**config.mk**
```make
export PLATFORM = sky130hd
export DESIGN_NAME = pipeline_hazard_ctrl_flat
export DESIGN_NICKNAME = d
export VERILOG_FILES = /design/src/rtl/pipeline_hazard_ctrl_pkg.sv /design/src/rtl/pipeline_hazard_ctrl_if.sv /design/src/rtl/load_use_detect.sv /design/src/rtl/pipeline_hazard_ctrl.sv /design/src/flat_wrapper.sv
export SDC_FILE = /design/constraint.sdc
export NUM_CORES = 1
export LEC_CHECK = 0
export ABC_AREA = 1
export CAP_MARGIN = 5
export CORE_UTILIZATION = 32
export DETAILED_ROUTE_END_ITERATION = 10
export GPL_ROUTABILITY_DRIVEN = 0
export GPL_TIMING_DRIVEN = 0
export PLACE_DENSITY = 0.88
export REMOVE_ABC_BUFFERS = 1
export SLEW_MARGIN = 20
export SYNTH_ARGS = -nofsm -noshare
export SYNTH_HDL_FRONTEND = slang
export SYNTH_SLANG_ARGS = --single-unit
```
**constraint.sdc**
```tcl
create_clock -name clk -period 3.19 [get_ports clk]
set_input_delay 0.638 -clock clk [delete_from_list [all_inputs] [get_ports clk]]
set_output_delay 0.638 -clock clk [all_outputs]
set_load 0.03 [all_outputs]
```
**src/rtl/pipeline_hazard_ctrl_pkg.sv**
```systemverilog
// Shared types for the pipeline hazard controller: FSM state encodings and
// the per-cycle stage-control vector with its RUN defaults.
package pipeline_hazard_ctrl_pkg;

    localparam int PHC_ST_BIT = 2;
    localparam int REG_W      = 5;

    typedef enum logic [PHC_ST_BIT-1:0] {
        PHC_ST_RUN    = 2'd0,
        PHC_ST_DRAIN  = 2'd1,
        PHC_ST_HALTED = 2'd2,
        PHC_ST_RESUME = 2'd3
    } phc_state_e;

    // clr fields are active-low and override the matching en field in the datapath
    typedef struct packed {
        logic pc_en;
        logic if_id_en;
        logic id_ex_en;
        logic ex_dm_en;
        logic dm_wb_en;
        logic if_id_clr;
        logic id_ex_clr;
        logic ex_dm_clr;
        logic dm_wb_clr;
        logic halted;
    } phc_ctrl_t;

    localparam phc_ctrl_t PHC_RUN_DEFAULT = '{
        pc_en:     1'b1,
        if_id_en:  1'b1,
        id_ex_en:  1'b1,
        ex_dm_en:  1'b1,
        dm_wb_en:  1'b1,
        if_id_clr: 1'b1,
        id_ex_clr: 1'b1,
        ex_dm_clr: 1'b1,
        dm_wb_clr: 1'b1,
        halted:    1'b0
    };

endpackage

```
**src/rtl/pipeline_hazard_ctrl_if.sv**
```systemverilog
// Hazard-info / stage-control bundle between the datapath (master) and the
// hazard controller (slave). CNT_WIDTH sizes the performance counters.
interface pipeline_hazard_ctrl_if #(
    parameter int CNT_WIDTH = 32
);
    import pipeline_hazard_ctrl_pkg::*;

    logic [REG_W-1:0]     id_req_a;
    logic [REG_W-1:0]     id_req_b;
    logic                 id_use_a;
    logic                 id_use_b;
    logic [REG_W-1:0]     ex_req_w;
    logic                 ex_w_en;
    logic                 ex_is_load;
    logic                 ex_branch_taken;
    logic                 ex_halt;
    logic                 wb_halt;
    logic                 resume;

    logic                 pc_en;
    logic                 if_id_en;
    logic                 id_ex_en;
    logic                 ex_dm_en;
    logic                 dm_wb_en;
    logic                 if_id_clr;
    logic                 id_ex_clr;
    logic                 ex_dm_clr;
    logic                 dm_wb_clr;
    logic                 halted;
    logic [CNT_WIDTH-1:0] stall_cycles;
    logic [CNT_WIDTH-1:0] flush_cycles;

    modport master (
        output id_req_a, id_req_b, id_use_a, id_use_b, ex_req_w, ex_w_en,
               ex_is_load, ex_branch_taken, ex_halt, wb_halt, resume,
        input  pc_en, if_id_en, id_ex_en, ex_dm_en, dm_wb_en,
               if_id_clr, id_ex_clr, ex_dm_clr, dm_wb_clr, halted,
               stall_cycles, flush_cycles
    );

    modport slave (
        input  id_req_a, id_req_b, id_use_a, id_use_b, ex_req_w, ex_w_en,
               ex_is_load, ex_branch_taken, ex_halt, wb_halt, resume,
        output pc_en, if_id_en, id_ex_en, ex_dm_en, dm_wb_en,
               if_id_clr, id_ex_clr, ex_dm_clr, dm_wb_clr, halted,
               stall_cycles, flush_cycles
    );

endinterface

```
**src/rtl/load_use_detect.sv**
```systemverilog
// Pure compare logic: flags an ID instruction reading a register that the
// load currently in EX has not yet fetched from data memory.
module load_use_detect
    import pipeline_hazard_ctrl_pkg::*;
(
    input  logic [REG_W-1:0] i_id_req_a,
    input  logic [REG_W-1:0] i_id_req_b,
    input  logic             i_id_use_a,
    input  logic             i_id_use_b,
    input  logic [REG_W-1:0] i_ex_req_w,
    input  logic             i_ex_w_en,
    input  logic             i_ex_is_load,
    output logic             o_load_use
);

    logic w_hit_a;
    logic w_hit_b;

    assign w_hit_a = i_id_use_a && (i_id_req_a == i_ex_req_w);
    assign w_hit_b = i_id_use_b && (i_id_req_b == i_ex_req_w);

    // $0 is hardwired, so a load targeting it never creates a real dependency
    assign o_load_use = i_ex_w_en && i_ex_is_load && (i_ex_req_w != '0)
                        && (w_hit_a || w_hit_b);

endmodule

```
**src/rtl/pipeline_hazard_ctrl.sv**
```systemverilog
// Stage enable/clear sequencer for IF/ID, ID/EX, EX/DM, DM/WB and the PC.
// Optional performance counters are built when PIPE_CTRL_PERF_CNT_EN is defined.
module pipeline_hazard_ctrl
    import pipeline_hazard_ctrl_pkg::*;
(
    input  logic                  clk,
    input  logic                  rst_n,
    pipeline_hazard_ctrl_if.slave bus
);

    phc_state_e r_state;
    phc_state_e w_next;
    phc_ctrl_t  w_ctrl;
    logic       w_load_use;

    load_use_detect u_load_use_detect (
        .i_id_req_a   (bus.id_req_a),
        .i_id_req_b   (bus.id_req_b),
        .i_id_use_a   (bus.id_use_a),
        .i_id_use_b   (bus.id_use_b),
        .i_ex_req_w   (bus.ex_req_w),
        .i_ex_w_en    (bus.ex_w_en),
        .i_ex_is_load (bus.ex_is_load),
        .o_load_use   (w_load_use)
    );

    // NOTE: non-blocking assignment so every flop samples pre-edge values.
    always_ff @(posedge clk or negedge rst_n) begin
        if (!rst_n) begin
            r_state <= PHC_ST_RUN;
        end else begin
            r_state <= w_next;
        end
    end

    always_comb begin
        // NOTE: defaults first so no path through the case leaves a latch.
        w_next = r_state;
        w_ctrl = PHC_RUN_DEFAULT;
        unique case (r_state)
            PHC_ST_RUN: begin
                if (bus.ex_halt) begin
                    w_ctrl.pc_en     = 1'b0;
                    w_ctrl.if_id_en  = 1'b0;
                    w_ctrl.id_ex_clr = 1'b0;
                end else if (bus.ex_branch_taken) begin
                    w_ctrl.if_id_clr = 1'b0;
                    w_ctrl.id_ex_clr = 1'b0;
                end else if (w_load_use) begin
                    w_ctrl.pc_en     = 1'b0;
                    w_ctrl.if_id_en  = 1'b0;
                    w_ctrl.id_ex_clr = 1'b0;
                end
                // A halt flag already at WB means DRAIN was skipped; stop now
                if (bus.wb_halt) begin
                    w_next = PHC_ST_HALTED;
                end else if (bus.ex_halt) begin
                    w_next = PHC_ST_DRAIN;
                end
            end
            PHC_ST_DRAIN: begin
                w_ctrl.pc_en     = 1'b0;
                w_ctrl.if_id_en  = 1'b0;
                w_ctrl.id_ex_clr = 1'b0;
                if (bus.wb_halt) begin
                    w_next = PHC_ST_HALTED;
                end
            end
            PHC_ST_HALTED: begin
                w_ctrl.pc_en    = 1'b0;
                w_ctrl.if_id_en = 1'b0;
                w_ctrl.id_ex_en = 1'b0;
                w_ctrl.ex_dm_en = 1'b0;
                w_ctrl.dm_wb_en = 1'b0;
                w_ctrl.halted   = 1'b1;
                if (bus.resume) begin
                    w_next = PHC_ST_RESUME;
                end
            end
            PHC_ST_RESUME: begin
                // Flush the halted syscall out of the back end; front end stays frozen
                w_ctrl.pc_en     = 1'b0;
                w_ctrl.if_id_en  = 1'b0;
                w_ctrl.id_ex_clr = 1'b0;
                w_ctrl.ex_dm_clr = 1'b0;
                w_ctrl.dm_wb_clr = 1'b0;
                w_next           = PHC_ST_RUN;
            end
            default: w_next = PHC_ST_RUN;
        endcase
    end

    assign bus.pc_en     = w_ctrl.pc_en;
    assign bus.if_id_en  = w_ctrl.if_id_en;
    assign bus.id_ex_en  = w_ctrl.id_ex_en;
    assign bus.ex_dm_en  = w_ctrl.ex_dm_en;
    assign bus.dm_wb_en  = w_ctrl.dm_wb_en;
    assign bus.if_id_clr = w_ctrl.if_id_clr;
    assign bus.id_ex_clr = w_ctrl.id_ex_clr;
    assign bus.ex_dm_clr = w_ctrl.ex_dm_clr;
    assign bus.dm_wb_clr = w_ctrl.dm_wb_clr;
    assign bus.halted    = w_ctrl.halted;

`ifdef PIPE_CTRL_PERF_CNT_EN
    localparam int CW = $bits(bus.stall_cycles);

    logic [CW-1:0] r_stall_cycles;
    logic [CW-1:0] r_flush_cycles;
    logic          w_stall_inc;
    logic          w_flush_inc;

    assign w_stall_inc = (r_state == PHC_ST_RUN) && !w_ctrl.pc_en;
    assign w_flush_inc = (r_state == PHC_ST_RUN) && !bus.ex_halt && bus.ex_branch_taken;

    // Saturate at all-ones rather than wrap
    always_ff @(posedge clk or negedge rst_n) begin
        if (!rst_n) begin
            r_stall_cycles <= '0;
            r_flush_cycles <= '0;
        end else begin
            if (w_stall_inc && (r_stall_cycles != '1)) begin
                r_stall_cycles <= r_stall_cycles + 1'b1;
            end
            if (w_flush_inc && (r_flush_cycles != '1)) begin
                r_flush_cycles <= r_flush_cycles + 1'b1;
            end
        end
    end

    assign bus.stall_cycles = r_stall_cycles;
    assign bus.flush_cycles = r_flush_cycles;
`else
    assign bus.stall_cycles = '0;
    assign bus.flush_cycles = '0;
`endif

endmodule

```
**src/flat_wrapper.sv**
```systemverilog
// flat-port wrapper written by rule: the top's interface ports become plain ports
module pipeline_hazard_ctrl_flat import pipeline_hazard_ctrl_pkg::*;
  (clk, rst_n, bus_id_req_a, bus_id_req_b, bus_id_use_a, bus_id_use_b, bus_ex_req_w, bus_ex_w_en, bus_ex_is_load, bus_ex_branch_taken, bus_ex_halt, bus_wb_halt, bus_resume, bus_pc_en, bus_if_id_en, bus_id_ex_en, bus_ex_dm_en, bus_dm_wb_en, bus_if_id_clr, bus_id_ex_clr, bus_ex_dm_clr, bus_dm_wb_clr, bus_halted, bus_stall_cycles, bus_flush_cycles);
  pipeline_hazard_ctrl_if #(.CNT_WIDTH(32)) bus_i ();
  input  logic clk;
  input  logic rst_n;
  input wire logic [$bits(bus_i.id_req_a)-1:0] bus_id_req_a;
  input wire logic [$bits(bus_i.id_req_b)-1:0] bus_id_req_b;
  input wire logic [$bits(bus_i.id_use_a)-1:0] bus_id_use_a;
  input wire logic [$bits(bus_i.id_use_b)-1:0] bus_id_use_b;
  input wire logic [$bits(bus_i.ex_req_w)-1:0] bus_ex_req_w;
  input wire logic [$bits(bus_i.ex_w_en)-1:0] bus_ex_w_en;
  input wire logic [$bits(bus_i.ex_is_load)-1:0] bus_ex_is_load;
  input wire logic [$bits(bus_i.ex_branch_taken)-1:0] bus_ex_branch_taken;
  input wire logic [$bits(bus_i.ex_halt)-1:0] bus_ex_halt;
  input wire logic [$bits(bus_i.wb_halt)-1:0] bus_wb_halt;
  input wire logic [$bits(bus_i.resume)-1:0] bus_resume;
  output wire logic [$bits(bus_i.pc_en)-1:0] bus_pc_en;
  output wire logic [$bits(bus_i.if_id_en)-1:0] bus_if_id_en;
  output wire logic [$bits(bus_i.id_ex_en)-1:0] bus_id_ex_en;
  output wire logic [$bits(bus_i.ex_dm_en)-1:0] bus_ex_dm_en;
  output wire logic [$bits(bus_i.dm_wb_en)-1:0] bus_dm_wb_en;
  output wire logic [$bits(bus_i.if_id_clr)-1:0] bus_if_id_clr;
  output wire logic [$bits(bus_i.id_ex_clr)-1:0] bus_id_ex_clr;
  output wire logic [$bits(bus_i.ex_dm_clr)-1:0] bus_ex_dm_clr;
  output wire logic [$bits(bus_i.dm_wb_clr)-1:0] bus_dm_wb_clr;
  output wire logic [$bits(bus_i.halted)-1:0] bus_halted;
  output wire logic [$bits(bus_i.stall_cycles)-1:0] bus_stall_cycles;
  output wire logic [$bits(bus_i.flush_cycles)-1:0] bus_flush_cycles;
  assign bus_i.id_req_a = bus_id_req_a;
  assign bus_i.id_req_b = bus_id_req_b;
  assign bus_i.id_use_a = bus_id_use_a;
  assign bus_i.id_use_b = bus_id_use_b;
  assign bus_i.ex_req_w = bus_ex_req_w;
  assign bus_i.ex_w_en = bus_ex_w_en;
  assign bus_i.ex_is_load = bus_ex_is_load;
  assign bus_i.ex_branch_taken = bus_ex_branch_taken;
  assign bus_i.ex_halt = bus_ex_halt;
  assign bus_i.wb_halt = bus_wb_halt;
  assign bus_i.resume = bus_resume;
  assign bus_pc_en = bus_i.pc_en;
  assign bus_if_id_en = bus_i.if_id_en;
  assign bus_id_ex_en = bus_i.id_ex_en;
  assign bus_ex_dm_en = bus_i.ex_dm_en;
  assign bus_dm_wb_en = bus_i.dm_wb_en;
  assign bus_if_id_clr = bus_i.if_id_clr;
  assign bus_id_ex_clr = bus_i.id_ex_clr;
  assign bus_ex_dm_clr = bus_i.ex_dm_clr;
  assign bus_dm_wb_clr = bus_i.dm_wb_clr;
  assign bus_halted = bus_i.halted;
  assign bus_stall_cycles = bus_i.stall_cycles;
  assign bus_flush_cycles = bus_i.flush_cycles;
  pipeline_hazard_ctrl u_core (.clk(clk), .rst_n(rst_n), .bus(bus_i));
endmodule
```
Word level (Yosys, flattened, before mapping)
Index checks and enable logic that the tools add are counted.
Storage, ports and cells
  output and inout bits: 74
  word-level logic and storage cells: 39
  register bits after elaboration: 2
  input port bits: 25
Cells by class
  reduce and logical (&&, ||, !) cells: 11
  muxes and demuxes: 19
  equality and inequality tests: 8
Operators with widths (count)
  2-bit 2-to-1 mux: 8
  5-bit equality test: 2
  2-bit one-hot mux with 4 select lines: 1
  1-bit 2-to-1 mux: 7
  1-bit logical AND: 5
  5-bit nonzero test: 1
  2-bit equality test, second input constant: 2
  2-bit inequality test, second input constant: 2
  2-bit one-hot mux with 2 select lines: 1
  3-bit 2-to-1 mux: 1
  3-bit inequality test, second input constant: 1
  3-bit AND reduction: 1
  3-bit OR reduction: 1
  2-bit by 1-bit equality test with 1-bit output, second input constant: 1
  2-bit zero test: 1
  1-bit one-hot mux with 2 select lines: 1
  2-bit OR reduction: 1
  1-bit logical OR: 1

Longest topological paths before layout
  depth after elaboration: 8
  mapped depth: 10
  gate-level depth less buffers: 9

Cells and area by module
Synthesis repeated with hierarchy kept, for this count alone.
Second synthesis, totals
  cells, all modules: 165
  area total of the unflattened synthesis: 987.2 sq um
Modules (own cells, without submodules)
  pipeline_hazard_ctrl: cells an instance 109, area each 767.0 sq um, sequential area each 50.0 sq um, instances 1
  load_use_detect: cells an instance 56, area each 220.2 sq um, sequential area each 0.0 sq um, instances 1

Least setup slack after synthesis
Ideal clock, no wire load.
  path type: input-to-output
  start: input port bus_ex_req_w[3]
  end: output port bus_pc_en
  stages: 10
  setup slack: 1.053 ns
  path buffers: 1
  arrival: 1.499 ns
  required time: 2.552 ns
  cells stage by stage: inv_1 nand2_1 nand2_1 nor2_1 nand3_1 nand2_1 nand3_1 nand2_1 inv_1 buf_4
Between the ends
  longest elaborated chain between the ends: 8
  elaborated cells on any way between the ends: 12
  those cells by class: eq/ne: 2; mux: 4; reduce/logical: 6
RTL lines
  from (decl): RTL line flat_wrapper.sv:11  | input wire logic [$bits(bus_i.ex_req_w)-1:0] bus_ex_req_w;
  5-bit equality test, on equally long branches: RTL line load_use_detect.sv:19, load_use_detect.sv:20
  1-bit logical AND, on equally long branches: RTL line load_use_detect.sv:19, load_use_detect.sv:20
  1-bit logical OR: RTL line load_use_detect.sv:24  | && (w_hit_a || w_hit_b);
  1-bit logical AND (*): RTL line load_use_detect.sv:24
  2-bit 2-to-1 mux (*): RTL line pipeline_hazard_ctrl.sv:49  | end else if (w_load_use) begin
  2-bit 2-to-1 mux (*): RTL line pipeline_hazard_ctrl.sv:46  | end else if (bus.ex_branch_taken) begin
  2-bit 2-to-1 mux (*): RTL line pipeline_hazard_ctrl.sv:42  | if (bus.ex_halt) begin
  2-bit one-hot mux with 2 select lines (*): RTL line pipeline_hazard_ctrl.sv:40  | unique case (r_state)
  to (decl): RTL line flat_wrapper.sv:18  | output wire logic [$bits(bus_i.pc_en)-1:0] bus_pc_en;
Every way passes the cells marked *; elsewhere a longest branch is shown, timed or not.

Final worst setup path
  start: input port bus_ex_req_w[0]
  end: output port bus_if_id_en
Between the ends
  longest elaborated chain between the ends: 8
  elaborated cells on any way between the ends: 12
  those cells by class: eq/ne: 2; mux: 4; reduce/logical: 6
RTL lines
  5-bit equality test, on equally long branches: RTL line load_use_detect.sv:19, load_use_detect.sv:20
  1-bit logical AND, on equally long branches: RTL line load_use_detect.sv:19, load_use_detect.sv:20
  1-bit logical OR: RTL line load_use_detect.sv:24
  1-bit logical AND (*): RTL line load_use_detect.sv:24
  2-bit 2-to-1 mux (*): RTL line pipeline_hazard_ctrl.sv:49
  2-bit 2-to-1 mux (*): RTL line pipeline_hazard_ctrl.sv:46
  2-bit 2-to-1 mux (*): RTL line pipeline_hazard_ctrl.sv:42
  2-bit one-hot mux with 2 select lines (*): RTL line pipeline_hazard_ctrl.sv:40
  to (decl): RTL line flat_wrapper.sv:19  | output wire logic [$bits(bus_i.if_id_en)-1:0] bus_if_id_en;
Marked as above.

==> metrics.md <==
| Metric | Value |
|---|---|
| Via Count | 785 |
| Synth warnings | 0 |
| Synth unique cells | 15 |
| PD cells | 583.4 nW/um2 |
| Final period utilization | 94.54% |
| Placed Area | 1081 um2 |
| Fin Clk Skew | 1.254 ps |
| Slowest-stage cell, CP | clkdlybuf4s50_1 |
| Post-synthesis mux area share | 0% |
| Final hold violation count | 0 |
| Most frequent cells in the layout | conb_1, nand2_1, clkdlybuf4s50_1 |
| Port bufs | 34 |
| Router iterations before antenna repair | 7 |
| I/O pins | 99 |
| Max-Cap Viols | 0 |
| Num rows | 19 |
| Routed WL per cell | 6.624 um |
| Core Util, Final | 39.10% |
| Die Y | 57.23 um |
| Fin nets | 227 |
| Largest net degree at the start of global routing | 6 |
| First-pass GRT wire length | 2373 um |
| HPWL after DPL | 1324 um |
| Worst hold slack | 566.1 ps |
| Via density | 3.473 |
| Number of remaining DRC errors | 14 |
| Htree depth | 1 |
| Inst Count DP | 223 |
| Root buf cell | clkbuf_4 |
| Final Slew Violations | 0 |
| Largest Register | u_core.r_state |
| Layout cells sized above 1 | 3.590% |
| Largest family of logic cells by synthesized area | buffers and inverters |
| Worst setup EP type | primary output |
| Clk sinks | 2 |
| Area grow syn2layout | 13.33% |
| Reg2reg setup slack | 1840 ps |
| WS Path Type | in2out |
| Die width | 57.23 um |
| CTS tree | built |
| Die footprint | 3275 um2 |
| Minimum clock period | 3016 ps |
| DRT Wirelength | 1497 um |
| Data arrival, critical path | 2380 ps |
| Number of diodes | 0 |
| WP data required | 2550 ps |
| Vias in the first global route | 624 |
| Seq/Total Area, Yosys | 5.128% |
| Adder-cell share of the synthesized area | 6.410% |
| Most common cell after layout, fill and taps aside | conb_1 |
| Antenna violations before repair | 0 |
| Clk_lat worst skew | 230 ps |
| Fin area | 1106 um2 |
| Max reg flops | 2 |
| Detail Route Antenna Nets | 0 |
| GRT Overall Usage | 9.242% |
| Top flop regs | u_core.r_state: 2 flops |
| Setup violators final | 0 |
| Setup bufs post-CTS | 0 |
| VDD IR-drop max | 486.5 uV |
| CP peak stage delay | 670 ps |
| Synth Area in Simple Gates | 22.31% |
| Final Non-Filler Cells | 226 |
| Mapped Cells | 163 |
| Synth Area per Inst | 5.987 um2 |
| Status | finished, violations left |
| CP Cell Sequence | clkdlybuf4s50_1 > nand2_1 > nand2_1 > nor2_1 > nand3_1 > nand2_1 > nand3_1 > nand2_1 > inv_1 > clkdlybuf4s50_1 |
| Worst-path clk slew | 30 ps |
| Clk buf depth | 2 |
| Cts bufs inserted | 3 |
| Iteration-0 DRC Markers | 37 |
| Worst r2r path cells | 8 |
| Compound-Gate Fraction of Synth Area | 3.462% |
| XOR/XNOR Fraction of Synth Area | 0% |
| Grt ovf | 0 |
| CP startpoint kind | input port |
| Fmax | 331.6 MHz |
| Post-cts gate resize count | 0 |
| Core Area | 2829 um2 |
| Cell Area, Synth | 975.9 um2 |
| Most frequent CP cell | nand2_1 |
| Flops & latches, synth | 2 |
| RSZ-0062 raised after global routing | false |
| Worst Path Max Fanout | 5 |
| Worst Hold Class | in2async |
| Setup Total Neg Slack | 0 ps |
| Failing checks | DRC |
| Hold buffers post-CTS | 0 |
| P_leak | 0.6994 nW |
| Initial Utilization | 34.50% |
==> cells in the mapped netlist <==
| library cell | number | area [um2] |
|---|---|---|
| nor2_1 | 12 | 45.04 |
| inv_2 | 2 | 7.510 |
| ha_1 | 5 | 62.56 |
| buf_4 | 68 | 510.5 |
| inv_1 | 24 | 90.09 |
| nand2_1 | 36 | 135.1 |
| nand3_1 | 5 | 25.02 |
| o21ai_0 | 3 | 15.01 |
| nor2_2 | 1 | 6.260 |
| dfrtp_1 | 2 | 50.05 |
| a21oi_1 | 1 | 5.000 |
| conb_1 | 1 | 3.750 |
| o21ai_2 | 1 | 8.760 |
| nand4_1 | 1 | 6.260 |
| o21ai_1 | 1 | 5.000 |
==> cell type report <==
cell class	count	area, um2
fillers	303	1723
multi-input cells	130	554.3
repair buffers	34	342.8
inverters	26	97.59
flip-flops and latches	2	50.05
well taps	31	38.79
clock buffers	3	22.52
==> worst paths after layout <==
| check | from | endpoint |
|---|---|---|
| worst max-delay path | bus_ex_req_w[0] | bus_if_id_en |
| worst min-delay path | rst_n | u_core.r_state[1] |
| worst max register to register | u_core.r_state[1] | u_core.r_state[1] |
| worst min register to register | u_core.r_state[1] | u_core.r_state[1] |
| max in group asynchronous | rst_n | u_core.r_state[0] |
| min in group clk | u_core.r_state[1] | u_core.r_state[1] |
==> critical path, delay by kind of cell <==
kind          cells  cell delay [ps]
buf+inv           3             1310
simple gates      7              430
==> stage by stage <==
| step | total power, W | setup slack [ps] |
|---|---|---|
| 2_1_floorplan | 0.0004149 | 1115 |
| 3_3_place_gp | 0.0005838 | 174.4 |
| 3_5_place_dp | 0.0005900 | 156.5 |
| 4_1_cts | 0.0006553 | 143.0 |
| 5_1_grt | 0.0007063 | 3.327 |
| 6_report | 0.0006453 | 174.3 |
==> power by group <==
part	internal, W	leakage [nW]	switching (W)
combinational	0.000182	0.662	0.000353
sequential	0.0000401	0.0238	0.0000125
clock	0.0000416	0.0138	0.0000162
total	0.000264	0.699	0.000382
==> layer usage <==
metal / share of wire, % / track usage (%) / wire (um)
met5: 0 / 0 / 0
met4: 1.1 / 5.226 / 17
met3: 11 / 2.268 / 162
met1: 35 / 9.530 / 526
met2: 53 / 16.97 / 791
==> kinds of logic after synthesis <==
logic type | after synthesis
and+or+nand+nor | 55
AOI/OAI and AO/OA | 6
DFF | 2
adders and majority gates | 5
buffers and inverters | 94
other | 1
Note: power is estimated with default switching activity, not from simulation.
